<file path="config.mk">
export PLATFORM = sky130hd
export DESIGN_NAME = wn_requant
export DESIGN_NICKNAME = d
export VERILOG_FILES = /design/src/rtl/wn_pkg.sv /design/src/rtl/wn_sync_fifo.sv /design/src/rtl/wn_requant.sv
export SDC_FILE = /design/constraint.sdc
export NUM_CORES = 1
export LEC_CHECK = 0
export BUFFER_PORTS_ARGS = -buffer_cell sky130_fd_sc_hd__buf_2
export CORE_UTILIZATION = 55
export CTS_CLUSTER_DIAMETER = 30
export DETAILED_ROUTE_END_ITERATION = 8
export PLACE_DENSITY = 0.74
export SYNTH_ARGS = -nofsm -noshare
export SYNTH_HDL_FRONTEND = slang
export SYNTH_SLANG_ARGS = --single-unit
export TNS_END_PERCENT = 5
</file>
<file path="constraint.sdc">
create_clock -name clk_i -period 6.4 [get_ports clk_i]
set_input_delay 0.64 -clock clk_i [delete_from_list [all_inputs] [get_ports clk_i]]
set_output_delay 0.64 -clock clk_i [all_outputs]
set_load 0.03 [all_outputs]
</file>
<file path="src/rtl/wn_pkg.sv">
// Shared types and constants for the wn arithmetic pipeline and its output stages.
package wn_pkg;

    localparam int W_WIDTH = 19;
    localparam int W_FRAC  = 14;
    localparam int Q_WIDTH = 8;
    localparam int Q_FRAC  = 7;

    typedef logic signed [W_WIDTH-1:0] w_t;
    typedef logic signed [Q_WIDTH-1:0] q_t;

    typedef struct packed {
        q_t   data;
        logic sat;
    } q_entry_t;

endpackage

</file>
<file path="src/rtl/wn_sync_fifo.sv">
// Show-ahead synchronous FIFO; occupancy is held in an explicit counter.
// A push while full is ignored unless a pop happens in the same cycle.
module wn_sync_fifo
    import wn_pkg::*;
#(
    parameter int  DEPTH = 4,
    parameter type T     = q_entry_t
) (
    input  logic                     clk_i,
    input  logic                     rst_ni,
    input  logic                     push_i,
    input  T                         wdata_i,
    input  logic                     pop_i,
    output T                         rdata_o,
    output logic [$clog2(DEPTH):0]   count_o,
    output logic                     full_o,
    output logic                     empty_o
);

    localparam int AW = $clog2(DEPTH);
    localparam int CW = AW + 1;

    T              mem_q [DEPTH];
    T              mem_d [DEPTH];
    logic [AW-1:0] wr_ptr_q, wr_ptr_d;
    logic [AW-1:0] rd_ptr_q, rd_ptr_d;
    logic [CW-1:0] count_q, count_d;
    logic          do_push;
    logic          do_pop;

    assign full_o  = (count_q == CW'(DEPTH));
    assign empty_o = (count_q == '0);
    assign rdata_o = mem_q[rd_ptr_q];
    assign count_o = count_q;

    // Pointers wrap for free because DEPTH is a power of two.
    always_comb begin
        mem_d    = mem_q;
        wr_ptr_d = wr_ptr_q;
        rd_ptr_d = rd_ptr_q;
        count_d  = count_q;
        do_pop   = pop_i && !empty_o;
        do_push  = push_i && (!full_o || do_pop);
        if (do_push) begin
            mem_d[wr_ptr_q] = wdata_i;
            wr_ptr_d        = wr_ptr_q + AW'(1);
        end
        if (do_pop) begin
            rd_ptr_d = rd_ptr_q + AW'(1);
        end
        case ({do_push, do_pop})
            2'b10:   count_d = count_q + CW'(1);
            2'b01:   count_d = count_q - CW'(1);
            default: count_d = count_q;
        endcase
    end

    always_ff @(posedge clk_i or negedge rst_ni) begin
        if (!rst_ni) begin
            mem_q    <= '{default: '0};
            wr_ptr_q <= '0;
            rd_ptr_q <= '0;
            count_q  <= '0;
        end else begin
            mem_q    <= mem_d;
            wr_ptr_q <= wr_ptr_d;
            rd_ptr_q <= rd_ptr_d;
            count_q  <= count_d;
        end
    end

endmodule

</file>
<file path="src/rtl/wn_requant.sv">
// Requantises Q5.14 samples to saturated Q1.7 and buffers them behind a ready/valid port.
// Define WN_REQUANT_ROUND_EN for round-half-up; otherwise the shift floors.
module wn_requant
    import wn_pkg::*;
#(
    parameter int DEPTH = 4
) (
    input  logic                    clk_i,
    input  logic                    rst_ni,
    input  logic [18:0]             w_i,
    input  logic                    valid_i,
    input  logic                    clr_i,
    output logic [7:0]              out_data_o,
    output logic                    out_sat_o,
    output logic                    out_valid_o,
    input  logic                    out_ready_i,
    output logic [$clog2(DEPTH):0]  count_o,
    output logic                    drop_o
);

    logic signed [19:0] w_ext;
    logic signed [19:0] w_sh;
    logic               unused_sh;
    logic signed [12:0] r_q, r_d;
    logic               s1_valid_q, s1_valid_d;
    logic               drop_q, drop_d;
    q_entry_t           entry;
    q_entry_t           head;
    logic               fifo_full;
    logic               fifo_empty;
    logic               pop;

`ifdef WN_REQUANT_ROUND_EN
    assign w_ext = {w_i[18], w_i} + 20'sd64;
`else
    assign w_ext = {w_i[18], w_i};
`endif
    assign w_sh      = w_ext >>> 7;
    assign unused_sh = ^w_sh[19:13];

    always_comb begin
        r_d        = valid_i ? w_sh[12:0] : r_q;
        s1_valid_d = valid_i;
    end

    always_comb begin
        entry.data = r_q[7:0];
        entry.sat  = 1'b0;
        if (r_q > 13'sd127) begin
            entry.data = 8'h7F;
            entry.sat  = 1'b1;
        end else if (r_q < -13'sd128) begin
            entry.data = 8'h80;
            entry.sat  = 1'b1;
        end
    end

    assign pop = out_valid_o && out_ready_i;

    // Set has priority over clear so a loss in the clearing cycle is not hidden.
    always_comb begin
        drop_d = drop_q;
        if (clr_i) begin
            drop_d = 1'b0;
        end
        if (s1_valid_q && fifo_full && !pop) begin
            drop_d = 1'b1;
        end
    end

    always_ff @(posedge clk_i or negedge rst_ni) begin
        if (!rst_ni) begin
            r_q        <= '0;
            s1_valid_q <= 1'b0;
            drop_q     <= 1'b0;
        end else begin
            r_q        <= r_d;
            s1_valid_q <= s1_valid_d;
            drop_q     <= drop_d;
        end
    end

    wn_sync_fifo #(
        .DEPTH (DEPTH),
        .T     (q_entry_t)
    ) u_fifo (
        .clk_i   (clk_i),
        .rst_ni  (rst_ni),
        .push_i  (s1_valid_q),
        .wdata_i (entry),
        .pop_i   (pop),
        .rdata_o (head),
        .count_o (count_o),
        .full_o  (fifo_full),
        .empty_o (fifo_empty)
    );

    assign out_data_o  = head.data;
    assign out_sat_o   = head.sat;
    assign out_valid_o = !fifo_empty;
    assign drop_o      = drop_q;

endmodule

</file>
==> results.yml <==
timing:
  fin_skew_ps: 8.66
  slew_headroom: 0.529
  drv_slew: 0
  period_share: 0.398
  tns_ps: 0
  fin_ws_ps: 3850
  max_freq_mhz: 393
  whs_ps: 439
  setup_viol: 0
  rsz0062_at_grt: "no"
  fin_crit_ps: 2550
  hold_viol: 0
  tightest_slew_ps: 706
yosys:
  syn_area_per_cell_um2: 12.5
  syn_inst: 223
  ys_ff_latch: 57
  synth_fp_nets: 253
  synth_area_um2: 2790
  seq_area_frac_synth: 0.512
  synth_cell_type_count: 34
  synth_warnings: 0
drt:
  wl_met3_um: 316
  drt-met1-wl_um: 2550
  wl_per_cell_um: 17.8
  ant_nets: 0
  wl_met2_um: 2820
  vias: 2002
  firstDrtPassIters: 4
  drc: 0
  wirelength_um: 5770
  routed.top_layer: "met4"
  drt_iter0_drc: 214
  avgViaCountPerCell: 6.16
die:
  io_pins: 38
  rows: 25
  core_um2: 4790
  design.die.area_um2: 5350
  die_height_um: 73.2
  fp.dieW_um: 73.2
  start_util: 0.582
job:
  drv_cap: 0
setup_path:
  r2r_start: "u_fifo.count_o[0]"
  critPathKind: "register to register"
  worstPathArrival_ps: 2790
  crit_required_ps: 6650
  r2r_end: "u_fifo.count_o[2]"
  end_kind: "register"
  path_max_fanout: 7
  endpoint: "u_fifo.count_o[2]"
  crit_path_start: "u_fifo.count_o[0]"
  r2r_cells: 8
  startpoint_type: "register"
  r2r_setup_slack_ps: 3850
finish:
  multiInputGateArea_um2: 1270
  nNetsFinal: 283
  ff_latch_area_um2: 1430
  layout_common_cells: "dfrtp_1 (57), o21ai_0 (37), buf_2 (30)"
  drive_above_1_share: 0.302
  diodes: 0
  layout_commonest_cell: "dfrtp_1"
  finalCoreUtilization: 0.669
  instances_no_fill: 325
  fillCellCount: 376
  area_delta_synth_final_pct: 15.0
global_route:
  grt_pass1_vias: 1905
  overflow: 0
  grt_usage: 0.242
  grt_max_degree: 58
  grt_antenna_before_repair: 0
  grt_pass1_wl_um: 9340
clock_tree:
  cts_sinks: 57
  cts_tree: "yes"
  cts_buffers: 9
  post_cts_resized: 0
  cts-htree-levels: 3
  ctsHoldBuffers: 0
  clk_latency_ps: 330
  clockBufferDepth: 2
  postCtsSetupRepairBufs: 0
  path_clk_slew_ps: 50
  root_buffer: "clkbuf_8"
placed_design:
  placedCellCount: 309
  io_buffers: 30
  place_congestion: 0.766
  pre_cts_slack_ps: 3620
  dp_hpwl_um: 3750
power:
  p_per_area_nw_per_um2: 500
  vdd_drop_max_mv: 0.390
  p_leak_uw: 0.00134
outcome:
  status: "finished clean"
worst_hold_path:
  hp-class: "input port to asynchronous set/reset pin"
## sequential cells by signal (all words and copies together), names as in the netlist
name and count:
u_fifo.mem_q 36, r_q 12, u_fifo.count_o 3, u_fifo.rd_ptr_q 2
u_fifo.wr_ptr_q 2, drop_o 1, s1_valid_q 1
## worst max-delay path: stages (launching register included)
cell and delay, ps:
dfrtp_1 470, or4b_1 760, nand2_2 200, ha_1 200, inv_1 60, fa_1 390, xor2_1 150, nor2_1 110
xor2_1 140
## cell type report
type,instances,share of cell area
repair buffers,32,0.0516
clock inverters,1,0.00938
flip-flops and latches,57,0.445
multi-input cells,146,0.398
inverters,7,0.00821
well taps,67,0.0262
clock buffers,15,0.0614
## per-layer routing
layer,vias to the layer above,GRT usage
met1,996,0.337
met5,-,0
met3,9,0.0470
met2,71,0.362
met4,0,0.129
li1,926,-
## cell usage after synthesis
| library cell | instances | area [um^2] |
|---|---|---|
| or4b_1 | 1 | 10.0 |
| ha_1 | 5 | 62.6 |
| mux2_4 | 4 | 60.1 |
| nand3_1 | 1 | 5.00 |
| o22a_2 | 1 | 10.0 |
| buf_6 | 1 | 11.3 |
| mux2_1 | 1 | 11.3 |
| inv_1 | 6 | 22.5 |
| mux4_2 | 9 | 203 |
| clkbuf_4 | 1 | 7.51 |
| or4_1 | 8 | 60.1 |
| clkbuf_1 | 6 | 22.5 |
| buf_2 | 3 | 15.0 |
| buf_1 | 1 | 3.75 |
| nand3_4 | 4 | 70.1 |
| o31a_1 | 1 | 8.76 |
| nor2_1 | 1 | 3.75 |
| o21ai_0 | 37 | 185 |
| or3_1 | 1 | 6.26 |
| o21ai_1 | 1 | 5.00 |
| fa_1 | 1 | 20.0 |
| xor2_1 | 3 | 26.3 |
| a21oi_1 | 7 | 35.0 |
| buf_4 | 1 | 7.51 |
| dfrtp_1 | 57 | 1430 |
| a41oi_1 | 7 | 61.3 |
| nor4b_2 | 1 | 15.0 |
| nand2_1 | 8 | 30.0 |
| xnor2_1 | 3 | 26.3 |
| clkinv_1 | 1 | 3.75 |
| mux2_2 | 11 | 124 |
| nand2_2 | 1 | 6.26 |
| o31ai_1 | 28 | 210 |
| mux2i_1 | 1 | 10.0 |
## cells by family (layout without fill, tap and decap cells)
logic type / Yosys count / after routing / synth area share
flip-flops: 57 / 57 / 0.512
multiplexers: 26 / 26 / 0.146
XOR/XNOR: 6 / 6 / 0.0189
AND/OR/NAND/NOR: 26 / 26 / 0.0741
buffers and inverters: 20 / 55 / 0.0337
AO/OA/AOI/OAI: 82 / 82 / 0.185
adder cells (fa/ha/maj): 6 / 6 / 0.0296
## power breakdown
part	leakage (uW)	switching [uW]	total, uW	internal (uW)
Combinational	0.000535	347	610	264
Clock	0.000116	136	370	233
Sequential	0.000689	125	621	496
## worst min-delay path by stage
stage / start / slack, ps / cells past startpoint / endpoint
global placement: u_fifo.mem_q[26] / 490 / 2 / u_fifo.mem_q[26]
floorplan: rst_ni / 340 / 0 / drop_o
detailed placement: u_fifo.mem_q[6] / 500 / 2 / u_fifo.mem_q[6]
finish: rst_ni / 440 / 2 / u_fifo.count_o[1]
CTS: rst_ni / 470 / 2 / r_q[6]
global route: rst_ni / 500 / 2 / r_q[6]
## stage by stage
step / instance area (um^2) / power, uW
2_1_floorplan: 2790 / 1070
3_3_place_gp: 2980 / 1210
3_5_place_dp: 2980 / 1240
4_1_cts: 3200 / 1610
5_1_grt: 3200 / 1690
6_report: 3200 / 1600
Power figures use the tool's default switching activity.
